## src/rtl/access_pkg.sv

```systemverilog
// Shared constants for the split access controller (authentication + game).
// Holds the 4-bit state encoding, the reset password and small helpers.
package access_pkg;

  // Authentication controller states.
  localparam logic [3:0] S_DIGIT0  = 4'd0;
  localparam logic [3:0] S_DIGIT1  = 4'd1;
  localparam logic [3:0] S_DIGIT2  = 4'd2;
  localparam logic [3:0] S_DIGIT3  = 4'd3;
  localparam logic [3:0] S_VERIFY  = 4'd4;
  localparam logic [3:0] S_AUTH    = 4'd5;
  localparam logic [3:0] S_NEW0    = 4'd6;
  localparam logic [3:0] S_NEW1    = 4'd7;
  localparam logic [3:0] S_NEW2    = 4'd8;
  localparam logic [3:0] S_NEW3    = 4'd9;
  localparam logic [3:0] S_LOCKOUT = 4'd10;

  // Password loaded at reset; digit 0 lives in [15:12].
  localparam logic [15:0] DEFAULT_PW = 16'h1234;

  function automatic logic bcd_valid(input logic [3:0] d);
    return d <= 4'd9;
  endfunction

  // Position of the digit expected in a given state; 0 outside entry states.
  function automatic logic [1:0] digit_pos(input logic [3:0] s);
    logic [1:0] p;
    p = 2'd0;
    if (s <= S_DIGIT3)                   p = s[1:0];
    else if (s >= S_NEW0 && s <= S_NEW3) p = 2'(s - S_NEW0);
    return p;
  endfunction

endpackage

```

## src/rtl/rise_detect.sv

```systemverilog
// Rising-edge detector: one history register and an AND gate.
// Ports: clk, rst (sync, active-low), d (level input), rise (d high now, low last cycle).
module rise_detect (
  input  logic clk,
  input  logic rst,
  input  logic d,
  output logic rise
);

  logic prev;

  always_ff @(posedge clk) begin
    if (!rst) prev <= 1'b0;
    else      prev <= d;
  end

  assign rise = d & ~prev;

endmodule

```

## src/rtl/authentication_controller.sv

```systemverilog
// Authentication controller: collects a 4-digit BCD password, compares it with
// the stored one and holds `enable` while authenticated. Consumes logout and
// password-change requests (rising-edge detected) from the game controller.
// Optional lockout after repeated failures is built when AUTH_LOCKOUT_EN is defined.
// Ports:
//   clk, rst (sync, active-low)
//   digit_in[3:0], enter     : digit entry (enter is a one-cycle pulse)
//   logout_s, passReset      : level requests from the game controller
//   enable                   : high while authenticated
//   auth_fail, pw_set        : one-cycle status pulses
//   digit_idx[1:0]           : digit position currently expected
//   locked                   : high during lockout (0 without AUTH_LOCKOUT_EN)
module authentication_controller #(
  parameter logic [15:0] DEFAULT_PW  = access_pkg::DEFAULT_PW,
  parameter int          MAX_FAIL    = 3,
  parameter int          LOCK_CYCLES = 1000
) (
  input  logic       clk,
  input  logic       rst,
  input  logic [3:0] digit_in,
  input  logic       enter,
  input  logic       logout_s,
  input  logic       passReset,
  output logic       enable,
  output logic       auth_fail,
  output logic       pw_set,
  output logic [1:0] digit_idx,
  output logic       locked
);
  import access_pkg::*;

  logic [3:0]  state, nxt;
  logic [15:0] entry, stored;
  logic        lo_rise, pr_rise;
  logic        dv, match, fail_hit;

  rise_detect u_logout (.clk(clk), .rst(rst), .d(logout_s),  .rise(lo_rise));
  rise_detect u_preset (.clk(clk), .rst(rst), .d(passReset), .rise(pr_rise));

  assign dv    = enter & bcd_valid(digit_in);
  assign match = (entry == stored);

`ifdef AUTH_LOCKOUT_EN
  localparam int FW = $clog2(MAX_FAIL + 1);
  localparam int LW = $clog2(LOCK_CYCLES + 1);
  localparam logic [FW-1:0] FAIL_MAX = FW'(MAX_FAIL);
  localparam logic [LW-1:0] LOCK_END = LW'(LOCK_CYCLES - 1);

  logic [FW-1:0] fail_cnt;
  logic [LW-1:0] lock_cnt;

  assign fail_hit = (fail_cnt + FW'(1) == FAIL_MAX);
`else
  logic unused_cfg;
  assign unused_cfg = ^{32'(MAX_FAIL), 32'(LOCK_CYCLES)};
  assign fail_hit   = 1'b0;
  assign locked     = 1'b0;
`endif

  always_comb begin
    nxt = state;
    case (state)
      S_DIGIT0, S_DIGIT1, S_DIGIT2:
        if (dv) nxt = state + 4'd1;
      S_DIGIT3:
        if (dv) nxt = S_VERIFY;
      S_VERIFY:
        if (match)         nxt = S_AUTH;
        else if (fail_hit) nxt = S_LOCKOUT;
        else               nxt = S_DIGIT0;
      // Logout has priority; a simultaneous passReset edge is dropped.
      S_AUTH:
        if (lo_rise)      nxt = S_DIGIT0;
        else if (pr_rise) nxt = S_NEW0;
      S_NEW0, S_NEW1, S_NEW2:
        if (lo_rise) nxt = S_DIGIT0;
        else if (dv) nxt = state + 4'd1;
      S_NEW3:
        if (lo_rise || dv) nxt = S_DIGIT0;
`ifdef AUTH_LOCKOUT_EN
      S_LOCKOUT:
        if (lock_cnt == LOCK_END) nxt = S_DIGIT0;
`endif
      default: nxt = S_DIGIT0;
    endcase
  end

  // Outputs are registered from the next state so they line up with it.
  always_ff @(posedge clk) begin
    if (!rst) begin
      state     <= S_DIGIT0;
      enable    <= 1'b0;
      auth_fail <= 1'b0;
      pw_set    <= 1'b0;
      digit_idx <= 2'd0;
      entry     <= 16'h0;
      stored    <= DEFAULT_PW;
    end else begin
      state     <= nxt;
      enable    <= (nxt == S_AUTH);
      digit_idx <= digit_pos(nxt);
      auth_fail <= (state == S_VERIFY) && !match;
      pw_set    <= 1'b0;
      if (dv && (state <= S_DIGIT3 || (state >= S_NEW0 && state <= S_NEW3))) begin
        case (digit_pos(state))
          2'd0: entry[15:12] <= digit_in;
          2'd1: entry[11:8]  <= digit_in;
          2'd2: entry[7:4]   <= digit_in;
          default: entry[3:0] <= digit_in;
        endcase
      end
      // Fourth new digit arrives this cycle, so merge it directly.
      if (state == S_NEW3 && dv && !lo_rise) begin
        stored <= {entry[15:4], digit_in};
        pw_set <= 1'b1;
      end
    end
  end

`ifdef AUTH_LOCKOUT_EN
  always_ff @(posedge clk) begin
    if (!rst) begin
      fail_cnt <= '0;
      lock_cnt <= '0;
      locked   <= 1'b0;
    end else begin
      locked <= (nxt == S_LOCKOUT);
      if (state == S_VERIFY) begin
        if (match)                    fail_cnt <= '0;
        else if (fail_cnt != FAIL_MAX) fail_cnt <= fail_cnt + FW'(1);
      end
      if (state == S_LOCKOUT) begin
        if (lock_cnt == LOCK_END) begin
          lock_cnt <= '0;
          fail_cnt <= '0;
        end else begin
          lock_cnt <= lock_cnt + LW'(1);
        end
      end
    end
  end
`endif

endmodule

```

## config.mk

```make
export PLATFORM = sky130hd
export DESIGN_NAME = authentication_controller
export DESIGN_NICKNAME = d
export VERILOG_FILES = /design/src/rtl/access_pkg.sv /design/src/rtl/rise_detect.sv /design/src/rtl/authentication_controller.sv
export SDC_FILE = /design/constraint.sdc
export NUM_CORES = 1
export LEC_CHECK = 0
export CAP_MARGIN = 20
export CELL_PAD_IN_SITES_DETAIL_PLACEMENT = 0
export CELL_PAD_IN_SITES_GLOBAL_PLACEMENT = 1
export CORE_MARGIN = 4
export CORE_UTILIZATION = 35
export CTS_BUF_LIST = sky130_fd_sc_hd__clkbuf_8
export CTS_CLUSTER_SIZE = 20
export DETAILED_ROUTE_END_ITERATION = 10
export PLACE_DENSITY = 0.61
export SETUP_SLACK_MARGIN = 0.2
export SLEW_MARGIN = 20
export SYNTH_ARGS = -nofsm -noshare
export SYNTH_HDL_FRONTEND = slang
export SYNTH_SLANG_ARGS = --single-unit
export TNS_END_PERCENT = 10
```

## constraint.sdc

```tcl
create_clock -name clk -period 2.7 [get_ports clk]
set_clock_uncertainty 0.1 [all_clocks]
set_input_delay 0.27 -clock clk [delete_from_list [all_inputs] [get_ports clk]]
set_output_delay 0.27 -clock clk [all_outputs]
set_load 0.02 [all_outputs]
```

==> results of run 1 <==
[synth_stat cells, types with 2 or more instances]
library cell   n
a21boi_0      10
a21oi_1        5
a41oi_1        2
and2_1         4
and3_1         2
buf_2          4
buf_4          2
clkbuf_1       5
dfxtp_1       43
ha_1           6
inv_1          4
mux2i_1       16
nand2_1       35
nand3_1       10
nand4_1        2
nor2_1         6
nor2b_1       21
nor4_1         5
nor4_4         2
o21ai_0        3
o22ai_1        4
o31a_1         2
xor2_1        18
[worst max-delay path by stage]
stage	slack [ps]	start	end	depth (start not counted)
after floorplan	500	state[1]$_SDFF_PN0_	entry[12]$_SDFFE_PN0P_	9
after CTS	480	state[0]$_SDFF_PN0_	digit_idx[0]$_SDFF_PN0_	8
after global placement	360	digit_in[1]	digit_idx[0]$_SDFF_PN0_	8
final	480	state[0]$_SDFF_PN0_	digit_idx[0]$_SDFF_PN0_	8
after detailed placement	330	digit_in[1]	digit_idx[0]$_SDFF_PN0_	8
after global routing	330	state[0]$_SDFF_PN0_	digit_idx[0]$_SDFF_PN0_	8
[cells by family (layout without fill, tap and decap cells)]
kind of cell               count (synthesis)  in the layout  share of synthesized area [%]
AOI/OAI and AO/OA                         35             35                           11.9
xor gates and xnor gates                  19             19                           7.83
adders and majority gates                  6              6                           3.53
buffers and inverters                     17             34                           3.94
DFF                                       43             43                           40.5
muxes                                     16             16                           7.53
other                                      1              1                          0.176
and+or+nand+nor                           96             96                           24.6
[per-layer routing]
layer | vias to the layer above | track usage, % | share of wire (%)
li1 | 818 | - | -
met5 | - | 0 | 0
met1 | 724 | 18.1 | 49
met2 | 14 | 23.2 | 47
met4 | 0 | 4.32 | 1.3
met3 | 6 | 3.17 | 2.6
[sequential cells by signal (all words and copies together), names as in the netlist]
signal         count
digit_idx          2
pw_set             1
u_logout.prev      1
entry             16
stored            16
auth_fail          1
state              4
enable             1
u_preset.prev      1
[tightest hold or removal path: cells and delay by family, from the launching register on]
kind            cells  cell delay (ps)
simple gates        1               50
flops               1              320
compound gates      1               50
[cell type report]
cell class | count | area, um2
fill | 623 | 3490
timing repair buffer | 21 | 190
tap | 75 | 93.8
multi-input combinational | 173 | 1180
clock buffer | 5 | 68.8
clock inverter | 3 | 16.3
inverter | 5 | 18.8
sequential | 43 | 861
[stage by stage]
stage	area (um2)	instances	hold WS (ps)	power [uW]	setup slack, ps
after floorplan	2130	233	292	777	502
after global placement	2340	317	360	835	358
after detailed placement	2340	317	362	833	327
after CTS	2430	325	374	1240	482
after global routing	2430	325	385	1280	333
final	2430	325	370	1220	476
[power breakdown]
| group | internal, uW | switching [uW] |
|---|---|---|
| combinational | 70.9 | 88.1 |
| sequential | 648 | 8.54 |
| clock | 177 | 222 |
| total | 897 | 319 |
==> flow_summary_export.csv, run 1 <==
group,metric,value,unit
status,status,"finished, final reports clean",
logic_synthesis,avgSynthCellArea,9.12,um2
route,drc,0,
layout,nets,264,
layout,area.growth.synth_to_final,14.3,%
worst_hold_path,hp-class,"flip-flop to flip-flop",
timing,setup_viol,0,
logic_synthesis,ys_warn_count,0,
grt,grt_pass1_vias,1551,
timing,fin_crit_sh,82.4,%
layout,final_common_cell,"dfxtp_1",
timing,slew_headroom,63.6,%
layout,layout_common_cells,"dfxtp_1 (43), nand2_1 (35), nor2b_1 (21)",
logic_synthesis,synth_seq_cells,43,
place,gp_congestion,0.833,
route,via_per_inst,4.81,
die,design.core.area,0.00592,mm2
logic_synthesis,syn_nets,248,
clock_network,clk_latency,290,ps
route,wl_per_cell,14.5,um
clock_network,cts_hold_buffers,0,
critical_path,crit_chain,"buf_4 -> ha_1 -> o21ai_0 -> o2bb2ai_1 -> a21oi_1 -> o22ai_1 -> o21ai_0 -> and3b_1",
grt,grt_max_degree,37,
layout,layout-drive-gt1-share,10.0,%
timing,slew_viol_final,0,
logic_synthesis,synth_area,0.00213,mm2
timing,max_freq,0.450,GHz
critical_path,slowest_stage,"a21oi_1",
critical_path,cp-start-kind,"flip-flop",
critical_path,cp_data_required_time,2790,ps
grt,grt_antenna_before_repair,0,
route,dr.pass1.iters,4,
route,num_vias,1562,
timing,rsz0062_at_grt,"no",
die,fp.dieH,85.9,um
die,initial_utilization,35.9,%
timing,fin_setup_tns,0,ps
logic_synthesis,synth_top_area_share,40.5,%
layout,antennaDiodeCount,0,
worst_hold_path,worstHoldStart,"stored[13]$_SDFFE_PN0P_",
logic_synthesis,ys_seq_area_share,40.5,%
die,fp.dieW,85.9,um
die,row_count,28,
clock_network,postCtsSetupBuffers,0,
grt,grt_pass1_wl,8050,um
logic_synthesis,synthTopCellsByArea,"dfxtp_1 (40%), mux2i_1 (7.5%), xor2_1 (7.4%)",
timing,tightestPinTransition,541,ps
layout,final_core_util,41.0,%
critical_path,path_class,"flip-flop to flip-flop",
clock_network,cts.clk_slew.worst_paths,80,ps
critical_path,crit_fanout,8,
flow_run,maxCapViolations,0,
critical_path,r2r-end,"digit_idx[0]$_SDFF_PN0_",
power,p_leak,0.000944,uW
clock_network,clock_path_buffers,2,
logic_synthesis,async_flop_share,0,%
critical_path,path_buf_inv,1,
place,hpwl,3250,um
logic_synthesis,synth_ff_type,"dfxtp_1",
critical_path,cp_common_cell,"o21ai_0",
power,p_per_area,500,mW/mm2
clock_network,numCtsBuffers,5,
worst_hold_path,holdPathStages,2,
logic_synthesis,yosysTopAreaCell,"dfxtp_1",
critical_path,end_kind,"flip-flop",
place,port_buffers,13,
die,dieArea,0.00738,mm2
critical_path,worstPathArrival,2320,ps
clock_network,cts.sinks,43,
clock_network,cts_tree,"done",
power,ir_drop,0.202,mV
grt,grt_overflow_total,0,
route,antenna_left,0,
critical_path,reg2reg_slack,480,ps
timing,period_needed,2220,ps
clock_network,cts-root-buf,"clkbuf_8",
route,finalWirelength,4710,um
critical_path,r2r-start,"state[0]$_SDFF_PN0_",
logic_synthesis,synth.distinct_cells,45,
clock_network,h-tree-depth,2,
clock_network,cts_resized,0,
logic_synthesis,syn_inst,233,
critical_path,crit_family,"compound AO/OA/AOI/OAI gates",
timing,finalHoldViolations,0,
critical_path,rr_worst_depth,8,
route,drt_iter0_markers,49,
critical_path,critical_path.max_stage_delay,330,ps
worst_hold_path,holdPathEnd,"stored[13]$_SDFFE_PN0P_",
die,io-pin-count,15,
grt,grt_util_all_layers,14.0,%
logic_synthesis,synth_edf_count,0,
Note: power is estimated with default switching activity, not from simulation.
==> run 2, diff against run 1 <==
- PLACE_DENSITY: 0.61 -> 0.63
- clock period: 2.7 -> 1.97 ns (I/O delays scaled with it)
==> run 2 against run 1 <==
Combinational power up 99%; register-to-register slack worse by 400 ps; maximum frequency grew 17%; largest power group unchanged.
==> flow_summary_export.csv, run 2 (synthesis results as in run 1) <==
group,metric,value,unit
status,status,"finished, final reports clean",
layout,nets,294,
critical_path,slowest_stage,"dfxtp_4",
place,dp_slack,-213,ps
worst_hold_path,worstHoldStart,"digit_in[2]",
critical_path,end_kind,"flip-flop",
clock_network,numCtsBuffers,5,
route,via_per_inst,4.94,
timing,finalHoldViolations,0,
timing,period_needed,1900,ps
timing,max_freq,0.527,GHz
clock_network,cts.clk_slew.worst_paths,90,ps
layout,area.growth.synth_to_final,41.0,%
route,drt_iter0_markers,65,
timing,slew_viol_final,0,
critical_path,cp_data_required_time,2070,ps
clock_network,clk_latency,300,ps
timing,hold_ws,239,ps
clock_network,cts.sinks,43,
critical_path,r2r-end,"digit_idx[0]$_SDFF_PN0_",
worst_hold_path,holdPathStages,4,
layout,multi_input_area,0.00141,mm2
critical_path,crit_chain,"inv_4 -> ha_1 -> o31a_1 -> a21oi_4 -> o22ai_2 -> o21ai_2 -> and3b_1",
route,num_vias,1754,
clock_network,cts-root-buf,"clkbuf_8",
worst_hold_path,holdPathEnd,"stored[2]$_SDFFE_PN1P_",
critical_path,cp-start-kind,"flip-flop",
timing,fin_crit_sh,96.4,%
die,initial_utilization,35.9,%
worst_hold_path,hp-class,"primary input to flip-flop",
clock_network,cts_hold_buffers,0,
grt,grt_pass1_vias,1640,
grt,grt_antenna_before_repair,0,
die,dieArea,0.00738,mm2
critical_path,critical_path.max_stage_delay,400,ps
power,p_leak,0.00123,uW
clock_network,h-tree-depth,2,
die,row_count,28,
route,dr.pass1.iters,4,
grt,grt_pass1_wl,8540,um
critical_path,crit_fanout,4,
critical_path,path_class,"flip-flop to flip-flop",
layout,final_common_cell,"dfxtp_1",
layout,fillCellCount,575,
die,fp.dieW,85.9,um
route,finalWirelength,5430,um
route,antenna_left,0,
layout,largestRegisters,"entry: 16 flops, stored: 16 flops, state: 4 flops",
layout,register_area,877,um2
die,design.core.area,0.00592,mm2
timing,setup_viol,0,
die,io-pin-count,15,
grt,grt_util_all_layers,14.7,%
timing,timing.final.ws_setup,71.1,ps
place,port_buffers,13,
place,gp_congestion,0.875,
layout,final_core_util,50.6,%
layout,layout-drive-gt1-share,34.3,%
clock_network,cts_tree,"done",
grt,grt_overflow_total,0,
layout,antennaDiodeCount,0,
power,total_power,1820,uW
critical_path,rr_worst_depth,7,
flow_run,maxCapViolations,0,
clock_network,clock_path_buffers,2,
timing,rsz0062_at_grt,"yes",
critical_path,reg2reg_slack,70,ps
route,drc,0,
power,ir_drop,0.356,mV
critical_path,worstPathArrival,2000,ps
layout,layout_common_cells,"dfxtp_1 (38), buf_4 (30), nand2_1 (26)",
route,wl_per_cell,15.3,um
place,hpwl,3530,um
power,p_per_area,607,mW/mm2
grt,grt_max_degree,37,
die,fp.dieH,85.9,um
critical_path,r2r-start,"state[0]$_SDFF_PN0_",
-- run 2: cell count changes in the layout (fill, tap and decap cells not counted), sizes merged --
cell           before  now
clkinvlp            1    0
dlymetal6s2s        0    2
clkbuf              5    8
buf                 8   36
clkdlybuf4s50      13   11
-- run 2: critical path, delay by kind of cell (launching register included) --
| family | cells | cell delay (ps) |
|---|---|---|
| flops | 1 | 400 |
| compound gates | 4 | 810 |
| simple gates | 1 | 190 |
| buf+inv | 1 | 60 |
| fa+ha+maj | 1 | 240 |
-- run 2: area by class of cell --
class | instances | area share, %
multi-input cells | 173 | 47.0
clock buffers | 6 | 2.76
well taps | 75 | 3.13
repair buffers | 51 | 16.5
flip-flops and latches | 43 | 29.3
inverters | 5 | 0.877
clock inverters | 2 | 0.418
-- run 2: worst max path at each step --
stage / slack (ps) / from / to
floorplan: 80 / state[1]$_SDFF_PN0_ / entry[12]$_SDFFE_PN0P_
global placement: -200 / digit_in[1] / enable$_SDFF_PN0_
detailed placement: -210 / digit_in[1] / enable$_SDFF_PN0_
CTS: 60 / state[1]$_SDFF_PN0_ / entry[14]$_SDFFE_PN0P_
global route: -20 / state[0]$_SDFF_PN0_ / digit_idx[0]$_SDFF_PN0_
finish: 70 / state[0]$_SDFF_PN0_ / digit_idx[0]$_SDFF_PN0_
-- run 2: layer usage --
metal / track usage [%] / share of wire, %
met5: 0 / 0
met3: 3.36 / 2.6
met2: 23.3 / 50
met4: 5.04 / 1.2
met1: 19.6 / 46
-- run 2: repair_timing --
item,in CTS,in global routing
gates resized for setup,9,56
cloned,0,2
setup endpoints to repair,34,36
pin swaps,11,29
setup buffers,1,4
-- run 2: metrics by stage --
step	TNS, ps	cell area (um2)	cells
floorplan	0	2180	233
CTS	0	2730	349
global route	-29.7	3000	355
detailed placement	-4380	2590	340
finish	0	3000	355
global placement	-3520	2590	340
-- run 2: report_power, final --
part | switching [uW] | total [uW] | internal [uW] | leakage (uW)
logic | 158 | 317 | 159 | 0.000825
clock network | 313 | 595 | 283 | 0.0000526
registers | 20.4 | 907 | 886 | 0.000351
total | 491 | 1820 | 1330 | 0.00123
==> run 3, diff against run 2 <==
- DONT_BUFFER_PORTS: default -> 1
- PLACE_DENSITY: 0.63 -> 0.59
==> run 3 against run 2 <==
The run now ends with hold timing left; worst setup slack better by 25 ps; hold slack worse by 250 ps; non-clock buffer count shrank 20; design area is 11% lower; flip-flop and latch count unchanged; critical endpoint unchanged.
==> flow_summary_export.csv, run 3 (synthesis results as in run 1) <==
group,metric,value,unit
status,status,"finished, violations left",
status,violations,"hold timing",
place,port_buffers,0,
die,fp.dieW,85.9,um
route,drt_iter0_markers,68,
timing,fin_setup_tns,0,ps
critical_path,crit_fanout,6,
place,gp_congestion,0.834,
clock_network,clk_latency,300,ps
timing,period_needed,1870,ps
clock_network,cts_tree,"done",
timing,finalHoldViolations,1,
place,hpwl,3330,um
grt,grt_overflow_total,0,
critical_path,path_class,"flip-flop to flip-flop",
route,via_per_inst,4.88,
layout,largestRegisters,"entry: 16 flops, stored: 16 flops, state: 4 flops",
die,fp.dieH,85.9,um
flow_run,maxCapViolations,0,
die,initial_utilization,35.9,%
power,ir_drop,0.332,mV
critical_path,cp_data_required_time,2070,ps
timing,setup_viol,0,
layout,nets,274,
timing,max_freq,0.534,GHz
route,antenna_left,0,
route,finalWirelength,5100,um
power,p_per_area,670,mW/mm2
grt,grtUsageMet2,24.1,%
grt,grt_pass1_vias,1602,
clock_network,postCtsSetupBuffers,0,
route,drc,0,
grt,grt_use_met3,3.36,%
timing,fin_crit_sh,95.1,%
die,dieArea,0.00738,mm2
layout,area.growth.synth_to_final,25.1,%
grt,grt_max_degree,38,
clock_network,h-tree-depth,2,
grt,grtUsageMet1,19.4,%
route,wl_per_cell,15.2,um
route,dr.pass1.iters,4,
worst_hold_path,hp-class,"primary input to flip-flop",
layout,layout_common_cells,"dfxtp_1 (40), nand2_1 (35), nor2b_1 (21)",
clock_network,numCtsBuffers,5,
clock_network,cts-root-buf,"clkbuf_8",
power,p_leak,0.00102,uW
timing,rsz0062_at_grt,"yes",
die,design.core.area,0.00592,mm2
critical_path,cp-start-kind,"flip-flop",
layout,antennaDiodeCount,0,
die,io-pin-count,15,
grt,grt_pass1_wl,8420,um
grt,busiest_layer,"met2",
clock_network,cts.sinks,43,
critical_path,worstPathArrival,1970,ps
grt,grt_util_all_layers,14.7,%
layout,fin_cells,335,
critical_path,end_kind,"flip-flop",
layout,layout-drive-gt1-share,22.3,%
clock_network,clock_path_buffers,2,
power,total_power,1780,uW
grt,grt_antenna_before_repair,0,
place,dp.cells,318,
timing,slew_viol_final,0,
clock_network,cts.clk_slew.worst_paths,90,ps
die,row_count,28,
timing,hold_ws,-13.9,ps
route,num_vias,1636,
layout,final_common_cell,"dfxtp_1",
==> run 3: changes by cell type in the layout (fill, tap and decap cells not counted), moves of 6 or more <==
cell | previous run | this run
nand2_2 | 6 | 0
buf_4 | 30 | 20
dlygate4sd3_1 | 0 | 8
a21boi_1 | 9 | 1
nand2_1 | 26 | 35
clkdlybuf4s50_1 | 11 | 0
a21boi_0 | 0 | 10
==> run 3: report_power, final <==
group          total, uW  internal (uW)  switching [uW]
sequential           913            889            23.4
combinational        277            140             137
clock                592            254             338
total               1780           1280             499
==> run 3: worst paths after layout <==
path,from,end,slack (ps),depth (start not counted)
worst max-delay path,state[1]$_SDFF_PN0_,digit_idx[0]$_SDFF_PN0_,100,7
worst min-delay path,digit_in[2],entry[6]$_SDFFE_PN0P_,-10,2
worst max register to register,state[1]$_SDFF_PN0_,digit_idx[0]$_SDFF_PN0_,100,7
worst min register to register,stored[13]$_SDFFE_PN0P_,stored[13]$_SDFFE_PN0P_,380,2
==> run 3: worst max-delay path: stages (launching register included) <==
cell     delay (ps)
dfxtp_4         420
inv_6            60
ha_4            160
o31a_1          320
a21oi_4         200
o22ai_1         100
o21ai_1         210
and3b_1         200
==> run 3: what timing repair did <==
action	4_1_cts	5_1_grt
endpoints found under the setup margin	34	40
pin swaps	7	3
gates resized for setup	13	5
hold buffers	7	2
hold endpoints to repair	35	34
==> run 3: final cells by class <==
| cell class | count | area (um2) |
|---|---|---|
| clock buffers | 5 | 68.8 |
| clock inverters | 3 | 23.8 |
| fillers | 604 | 3260 |
| inverters | 5 | 26.3 |
| multi-input cells | 173 | 1290 |
| flip-flops and latches | 43 | 870 |
| well taps | 75 | 93.8 |
| repair buffers | 31 | 282 |
==> run 3: layer usage <==
| layer | vias to the layer above | wire (um) | part of all wire [%] |
|---|---|---|---|
| met2 | 17 | 2490 | 49 |
| met3 | 6 | 122 | 2.4 |
| met5 | - | 0 | 0 |
| li1 | 848 | - | - |
| met1 | 765 | 2430 | 48 |
| met4 | 0 | 59 | 1.2 |
==> run 3: per-stage QoR <==
step           area (um2)  worst slack (ps)  hold WS, ps  utilization (%)
4_1_cts              2610              91.0         -143             44.0
6_report             2660              96.3        -13.9             44.9
2_1_floorplan        2180              79.4          219                -
3_5_place_dp         2380              20.4          186             40.2
5_1_grt              2660              17.1         20.9             44.9
3_3_place_gp         2380              21.0          179             40.2
